==> src/rtl/uart_pkg.sv <==
// Shared UART receiver definitions: receive FSM states and 8N1 frame constants.
package uart_pkg;

    typedef enum logic [1:0] {
        IDLE,
        START,
        DATA,
        STOP
    } rx_state_e;

    localparam int unsigned CLKS_PER_BIT_DEFAULT = 434;
    localparam int unsigned DATA_BITS            = 8;
    localparam int unsigned STOP_BITS            = 1;

endpackage

==> src/rtl/sync_fifo.sv <==
// Small synchronous FIFO with wrap-bit pointers.
// The head entry is shown combinationally on rd_data.
module sync_fifo #(
    parameter int unsigned WIDTH = 8,
    parameter int unsigned DEPTH = 4
) (
    input  logic             clk,
    input  logic             rst_n,
    input  logic             wr_en,
    input  logic [WIDTH-1:0] wr_data,
    input  logic             rd_en,
    output logic [WIDTH-1:0] rd_data,
    output logic             full,
    output logic             empty
);

    localparam int unsigned AW = (DEPTH > 1) ? $clog2(DEPTH) : 1;

    logic [AW:0]      wr_ptr_q, wr_ptr_d;
    logic [AW:0]      rd_ptr_q, rd_ptr_d;
    logic [WIDTH-1:0] mem_q [DEPTH];
    logic [WIDTH-1:0] mem_d [DEPTH];
    logic             do_write;
    logic             do_read;

    assign empty   = (wr_ptr_q == rd_ptr_q);
    assign full    = (wr_ptr_q[AW] != rd_ptr_q[AW]) &&
                     (wr_ptr_q[AW-1:0] == rd_ptr_q[AW-1:0]);
    assign rd_data = mem_q[rd_ptr_q[AW-1:0]];

    // A write into a full FIFO only lands when the head is popped in the same cycle.
    always_comb begin
        do_write = wr_en && (!full || rd_en);
        do_read  = rd_en && !empty;
        wr_ptr_d = wr_ptr_q;
        rd_ptr_d = rd_ptr_q;
        mem_d    = mem_q;
        if (do_write) begin
            mem_d[wr_ptr_q[AW-1:0]] = wr_data;
            wr_ptr_d                = wr_ptr_q + 1'b1;
        end
        if (do_read) begin
            rd_ptr_d = rd_ptr_q + 1'b1;
        end
    end

    // Pointer and storage registers.
    always_ff @(posedge clk or negedge rst_n) begin
        if (!rst_n) begin
            wr_ptr_q <= '0;
            rd_ptr_q <= '0;
            mem_q    <= '{default: '0};
        end else begin
            wr_ptr_q <= wr_ptr_d;
            rd_ptr_q <= rd_ptr_d;
            mem_q    <= mem_d;
        end
    end

endmodule

==> src/rtl/uart_rx_fifo.sv <==
// 8N1 UART receiver: input synchronizer, receive FSM, shift register,
// error pulses and a byte FIFO behind a valid/ready interface.
module uart_rx_fifo
    import uart_pkg::*;
#(
    parameter int unsigned CLKS_PER_BIT = CLKS_PER_BIT_DEFAULT,
    parameter int unsigned FIFO_DEPTH   = 4
) (
    input  logic       clk,
    input  logic       rst_n,
    input  logic       rxd,
    output logic [7:0] rx_data,
    output logic       rx_valid,
    input  logic       rx_ready,
    output logic       rx_busy,
    output logic       frame_err,
    output logic       overrun
);

    localparam logic [15:0] BIT_LAST  = 16'(CLKS_PER_BIT - 1);
    localparam logic [15:0] HALF_LAST = 16'(CLKS_PER_BIT / 2 - 1);
    localparam logic [2:0]  BIT_FINAL = 3'(DATA_BITS - 1);

    logic [1:0]           rst_sync_q, rst_sync_d;
    logic                 rst_int_n;

    logic                 rxd_meta_q, rxd_meta_d;
    logic                 rxd_s_q, rxd_s_d;
    logic                 rxd_prev_q, rxd_prev_d;   // registered copy of rxd_s for edge detect
    rx_state_e            state_q, state_d;
    logic [15:0]          cnt_q, cnt_d;
    logic [2:0]           bit_q, bit_d;
    logic [DATA_BITS-1:0] shift_q, shift_d;
    logic                 frame_err_q, frame_err_d;
    logic                 overrun_q, overrun_d;

    logic                 bit_done;
    logic                 push;
    logic                 pop;
    logic                 fifo_full;
    logic                 fifo_empty;

    // Reset synchronizer: assertion is immediate, release is aligned to clk.
    always_comb begin
        rst_sync_d = {rst_sync_q[0], 1'b1};
    end

    // Reset synchronizer flops.
    always_ff @(posedge clk or negedge rst_n) begin
        if (!rst_n) begin
            rst_sync_q <= '0;
        end else begin
            rst_sync_q <= rst_sync_d;
        end
    end

    assign rst_int_n = rst_sync_q[1];

    assign bit_done  = (bit_q == BIT_FINAL);
    assign pop       = rx_ready && !fifo_empty;
    assign rx_valid  = !fifo_empty;
    assign rx_busy   = (state_q != IDLE);
    assign frame_err = frame_err_q;
    assign overrun   = overrun_q;

    // Next-state logic for the synchronizer, receive FSM and error pulses.
    // The FIFO is written directly at the stop-sample edge; the error pulses
    // are registered so they appear in the following cycle.
    always_comb begin
        rxd_meta_d  = rxd;
        rxd_s_d     = rxd_meta_q;
        rxd_prev_d  = rxd_s_q;
        state_d     = state_q;
        cnt_d       = cnt_q;
        bit_d       = bit_q;
        shift_d     = shift_q;
        push        = 1'b0;
        frame_err_d = 1'b0;
        unique case (state_q)
            IDLE: begin
                if (rxd_prev_q && !rxd_s_q) begin
                    state_d = START;
                    cnt_d   = '0;
                end
            end
            START: begin
                if (cnt_q == HALF_LAST) begin
                    if (!rxd_s_q) begin
                        state_d = DATA;
                        cnt_d   = '0;
                        bit_d   = '0;
                    end else begin
                        state_d = IDLE;
                    end
                end else begin
                    cnt_d = cnt_q + 16'd1;
                end
            end
            DATA: begin
                if (cnt_q == BIT_LAST) begin
                    shift_d = {rxd_s_q, shift_q[DATA_BITS-1:1]};
                    cnt_d   = '0;
                    bit_d   = bit_q + 3'd1;
                    if (bit_done) begin
                        state_d = STOP;
                    end
                end else begin
                    cnt_d = cnt_q + 16'd1;
                end
            end
            STOP: begin
                if (cnt_q == BIT_LAST) begin
                    state_d = IDLE;
                    cnt_d   = '0;
                    if (rxd_s_q) begin
                        push = 1'b1;
                    end else begin
                        frame_err_d = 1'b1;
                    end
                end else begin
                    cnt_d = cnt_q + 16'd1;
                end
            end
            default: state_d = IDLE;
        endcase
        overrun_d = push && fifo_full && !pop;
    end

    // Receiver state registers.
    always_ff @(posedge clk or negedge rst_int_n) begin
        if (!rst_int_n) begin
            rxd_meta_q  <= 1'b1;
            rxd_s_q     <= 1'b1;
            rxd_prev_q  <= 1'b1;
            state_q     <= IDLE;
            cnt_q       <= '0;
            bit_q       <= '0;
            shift_q     <= '0;
            frame_err_q <= 1'b0;
            overrun_q   <= 1'b0;
        end else begin
            rxd_meta_q  <= rxd_meta_d;
            rxd_s_q     <= rxd_s_d;
            rxd_prev_q  <= rxd_prev_d;
            state_q     <= state_d;
            cnt_q       <= cnt_d;
            bit_q       <= bit_d;
            shift_q     <= shift_d;
            frame_err_q <= frame_err_d;
            overrun_q   <= overrun_d;
        end
    end

    sync_fifo #(
        .WIDTH(8),
        .DEPTH(FIFO_DEPTH)
    ) u_fifo (
        .clk    (clk),
        .rst_n  (rst_int_n),
        .wr_en  (push),
        .wr_data(shift_q),
        .rd_en  (pop),
        .rd_data(rx_data),
        .full   (fifo_full),
        .empty  (fifo_empty)
    );

endmodule

==> config.mk <==
export PLATFORM = sky130hd
export DESIGN_NAME = uart_rx_fifo
export DESIGN_NICKNAME = d
export VERILOG_FILES = /design/src/rtl/uart_pkg.sv /design/src/rtl/sync_fifo.sv /design/src/rtl/uart_rx_fifo.sv
export SDC_FILE = /design/constraint.sdc
export NUM_CORES = 1
export LEC_CHECK = 0
export ABC_CLOCK_PERIOD_IN_PS = 5500
export BUFFER_PORTS_ARGS = -buffer_cell sky130_fd_sc_hd__buf_2
export CELL_PAD_IN_SITES_DETAIL_PLACEMENT = 2
export CELL_PAD_IN_SITES_GLOBAL_PLACEMENT = 2
export CORE_MARGIN = 2
export CORE_UTILIZATION = 46
export DETAILED_ROUTE_END_ITERATION = 8
export GPL_TIMING_DRIVEN = 0
export PLACE_DENSITY = 0.92
export SYNTH_ARGS = -nofsm -noshare
export SYNTH_HDL_FRONTEND = slang
export SYNTH_SLANG_ARGS = --single-unit
export TNS_END_PERCENT = 50
==> constraint.sdc <==
create_clock -name clk -period 5.5 [get_ports clk]
set_input_delay 1.65 -clock clk [delete_from_list [all_inputs] [get_ports clk]]
set_output_delay 1.65 -clock clk [all_outputs]
set_load 0.05 [all_outputs]
# --- Word level (Yosys, flattened, before mapping) ---
# Cells that the tools add are included.
op_classes:
  eq_ne: 16
  mul: 0
  reduce_logical: 21
  n_mux: 28
  bitwise: 2
  addsub: 4
  div: 0
  magnitude_cmp: 3
  n_shift: 0
ops:
  columns: ["operator", "n"]
  rows:
  - ["$mux 16", 4]
  - ["$pmux 16 s3", 1]
  - ["$bwmux 32", 1]
  - ["$mux 8", 3]
  - ["$add 16x1->16 const B", 1]
  - ["$bmux 8 s2", 1]
  - ["$demux 8 s2", 1]
  - ["$eq 16x8->1 const B", 1]
  - ["$eq 16x9->1 const B", 1]
  - ["$mux 2", 6]
  - ["$ne 2x2->1 const B", 6]
  - ["$add 3x1->3 const B", 3]
  - ["$mux 3", 3]
  - ["$logic_and 1x1->1", 8]
  - ["$pmux 2 s4", 1]
  - ["$ge 3x3->1 const B", 2]
  - ["$mux 1", 6]
  - ["$not 2->3", 2]
  - ["$pmux 3 s2", 1]
  - ["$reduce_and 5->1", 1]
  - ["$eq 2x2->1 const B", 2]
  - ["$logic_not 1->1", 4]
  - ["$reduce_and 2->1", 2]
  - ["$reduce_and 4->1", 1]
  - ["11 further kinds", 12]
word_totals:
  wordCells: 90
  memories: 0
  mem_bits_rw: 0
  latch_bits: 0
  romBits: 0
  ff_bits: 74

# --- Depth between registers and ports, before layout ---
depth:
  word_depth: 6
  depth_mapped: 9
  depth_no_buf: 7

# --- Hierarchy ---
# A second synthesis with hierarchy kept.
hier_totals:
  hier_cells: 286
  area_unflattened_um2: 3812.4
by_module_without_submodules:
  columns: ["mod", "area_each_um2", "cells_each", "n_inst", "seq_area_each_um2"]
  rows:
  - ["sync_fifo", 1955.6, 118, 1, 950.9]
  - ["uart_rx_fifo", 1856.8, 168, 1, 904.6]

# --- Worst setup path before layout ---
# No wires, ideal clock.
synth_path:
  path_kind: "flip-flop to output port"
  start: "reg u_fifo.rd_ptr_q[1]"
  end: "out rx_valid"
  t_arrival_ns: 1.431
  path_slack_ns: 2.419
  stages_incl_launch_ff: 4
  required_time_ns: 3.850
  cell_sequence: "dfrtp_1 -> clkbuf_1 -> xnor2_1 -> nand3_1"
synth_between:
  elab_chain_len: 2
synth_rtl:
  columns: ["element", "line_no", "source"]
  rows:
  - ["from (decl)", "sync_fifo.sv:20", "logic [AW:0] rd_ptr_q, rd_ptr_d;"]
  - ["from (signal assigned)", "sync_fifo.sv:55", "rd_ptr_q <= rd_ptr_d;"]
  - ["$eq 3x3->1", "sync_fifo.sv:26", "assign empty = (wr_ptr_q == rd_ptr_q);"]
  - ["$logic_not 1->1", "uart_rx_fifo.sv:61", "assign rx_valid = !fifo_empty;"]
  - ["to (decl)", "uart_rx_fifo.sv:13", "output logic rx_valid,"]
# Every way passes these cells.

# --- Worst setup path after layout ---
# Ends and elaborated chain as after synthesis.

==> run metrics <==
Gate Count Post-Synth ~280; number of hold violations in the final report 0; Place WS approximately 2100 ps; detailed router's first-iteration violation count 105; Crit path max-delay family buffers and inverters; Cell Pwr Density 339 mW/mm^2; iteration count of the initial detailed-routing pass 4; vias in the first global route approximately 2.9k; global-route wire length before repair around 17 mm; crit path cell chain clkbuf_1, xnor2_1, nand3_1, buf_2; register clock-pin slew on the reported worst setup and hold paths 90 ps; core footprint around 0.0073 sq mm; Vias 2455; crit path max fanout 10; GPL Wtd Cong ~0.72; row cnt 31; setup_tns 0 ps; final critical-path required period ~3800 ps; Seq/Total Area, Yosys between 50% and 60%; number of max-cap violations 0; most frequent cells in the layout 70 x dfrtp_1, 41 x mux2_2, 19 x nand2_1; WP data arrival between 2000 and 2500 ps; post-CTS setup repair buffer count 0; final instance area ~0.0039 sq mm; DR WL/cell approximately 25 um; CP Capture Type primary output; slowest CP cell clkbuf_1; Worst Tran Pin Value 786 ps; Nets ~320; Yosys Warn Count 0; post-cts resize count 0; share of cells above drive strength 1 31.5%; clk_lat worst skew approximately 350 ps; maximum VDD drop roughly 0.16 mV; critical path type reg -> out; Final setup viols 0; IO Pins 16; Setup WS post-layout about 1700 ps; worst hold slack around 210 ps; Worst Hold Class reg -> async; die outline width about 90 um; number of synthesized register bits 74; unrepaired setup endpoints after global routing no; clock buffer depth 2; FILL cells 723; worst endpoint required time ~3900 ps; max_slew headroom a little under half; Final Cycle Share around 69%; leading cell type in the layout, fill and taps excluded dfrtp_1; Post-Syn Area ~0.0034 sq mm; Post-Syn Nets 290; f_max 263 MHz; Mapped Avg Cell Area ~12 sq um; number of diodes 0; status complete, no violations; CTS tree built; initial antenna violation count 0; largest net degree at the start of global routing between 50 and 60; sum of buffers and inverters on the critical path 2; Post-DP Area 0.00366 sq mm; synth unique cells 40; Leak 0.00184 uW; GRT Util Overall between 20% and 30%; Die Height ~90 um; PortBufs 15; Residual DRC 0; Layout Area Growth over Synthesis 13.0%; Worst Setup Start Kind flop; Post-CTS Hold Buffers 0; grt total ovfl 0; WL final around 10 mm; ANT nets after route 0; Clock Skew between 10 and 15 ps; H-tree depth 3; Clock Sinks between 70 and 80; final core occ about 54%; Root Buffer clkbuf_8; vias per cell about 6.0; TritonCTS Buffers 9; fin. max-slew vios 0; Final HPWL DP about 6.5 mm; Initial Util 47.3%; Max stage delay on crit path about 600 ps; Die Area roughly 0.0082 sq mm
-- Yosys cell counts --
| library cell | number | area [sq um] |
|---|---|---|
| dfrtp_1 | 71 | 1780 |
| mux2_2 | 41 | 462 |
| nand2_1 | 19 | 71.3 |
| nand3_1 | 17 | 85.1 |
| a21oi_1 | 14 | 70.1 |
| a31oi_1 | 10 | 62.6 |
| ha_1 | 10 | 125 |
| inv_1 | 10 | 37.5 |
| mux4_2 | 8 | 180 |
| o21ai_0 | 8 | 40.0 |
| nor2_1 | 7 | 26.3 |
| xnor2_1 | 7 | 61.3 |
| and3_1 | 4 | 25.0 |
| nand2_2 | 4 | 25.0 |
| nor3_1 | 4 | 20.0 |
| nor4_1 | 4 | 25.0 |
| buf_2 | 3 | 15.0 |
| clkbuf_1 | 3 | 11.3 |
| dfstp_2 | 3 | 78.8 |
| nand4_1 | 3 | 18.8 |
| a221o_1 | 2 | 20.0 |
| a41oi_1 | 2 | 17.5 |
| and3_2 | 2 | 15.0 |
| buf_1 | 2 | 7.51 |
| nand2b_1 | 2 | 12.5 |
| or3_1 | 2 | 12.5 |
| a21o_1 | 1 | 7.51 |
| a22o_2 | 1 | 10.0 |
| a311oi_4 | 1 | 26.3 |
| and2_1 | 1 | 6.26 |
| and4_1 | 1 | 8.76 |
| and4bb_2 | 1 | 12.5 |
| conb_1 | 1 | 3.75 |
| mux2i_1 | 1 | 10.0 |
| nand3b_1 | 1 | 7.51 |
| nor2b_1 | 1 | 6.26 |
| nor3b_1 | 1 | 7.51 |
| o22a_1 | 1 | 8.76 |
| o22ai_1 | 1 | 6.26 |
| o311a_1 | 1 | 10.0 |
-- per-stage QoR --
stage	power (uW)	cells
2_1_floorplan	769	276
3_3_place_gp	818	390
3_5_place_dp	842	391
4_1_cts	1320	407
5_1_grt	1370	407
6_report	1320	407
-- worst reg2reg max path, delay by kind of cell, from the launching register on --
| kind | cells | cell delay, ps |
|---|---|---|
| DFF | 1 | 450 |
| AOI/OAI and AO/OA | 1 | 730 |
| muxes | 1 | 380 |
| and+or+nand+nor | 3 | 1540 |
-- layer usage --
metal	track usage [%]	vias up	wire length, um
met5	0	-	0
met4	9.49	0	179
met3	3.51	16	188
met2	48.7	44	5400
met1	32.7	1324	4260
li1	-	1071	-
-- worst paths after layout --
check,start,to,slack (ps),depth (start not counted)
min in group clk,rxd_meta_q,rxd_prev_d,360,0
worst min register to register,rst_sync_q[1],cnt_q[2],210,0
worst max-delay path,u_fifo.rd_ptr_q[1],rx_valid,1700,4
worst max register to register,cnt_q[12],u_fifo.mem_q[0],2280,5
max in group asynchronous,rst_n,rst_sync_q[1],4320,1
worst min-delay path,rst_sync_q[1],cnt_q[2],210,0
-- flip-flops by register name, summed over array words and instances, names as in the netlist, named ones only --
| signal | cells |
|---|---|
| u_fifo.mem_q | 32 |
| cnt_q | 16 |
| shift_q | 8 |
| bit_q | 3 |
| u_fifo.rd_ptr_q | 3 |
| u_fifo.wr_ptr_q | 3 |
| rst_sync_q | 2 |
| frame_err | 1 |
| overrun | 1 |
| rxd_meta_q | 1 |
| rxd_prev_d | 1 |
| rxd_prev_q | 1 |
| state_q | 1 |
-- report_power, final --
group	internal [uW]	switching, uW	leakage (uW)	total [uW]
registers	572	38.9	0.00100	610
logic	83.2	149	0.000735	232
clock network	255	220	0.000105	474
total	909	408	0.00184	1320
-- kinds of logic after synthesis --
logic type	Yosys count	share of synthesized area (%)
simple gates	74	11.2
xor+xnor	7	1.79
mux	50	19.0
other cells	1	0.109
flops	74	54.0
buf+inv	18	2.08
compound gates	42	8.13
fa+ha+maj	10	3.64
-- cell type report --
type / instances / area (sq um) / share of cell area [%]
sequential: 74 / 1860 / 47.9
timing repair buffer: 16 / 103 / 2.64
clock buffer: 9 / 124 / 3.19
inverter: 10 / 37.5 / 0.967
buffer: 8 / 33.8 / 0.870
multi-input combinational: 184 / 1510 / 38.8
clock inverter: 7 / 93.8 / 2.42
tap: 99 / 124 / 3.19
Power figures use the tool's default switching activity.
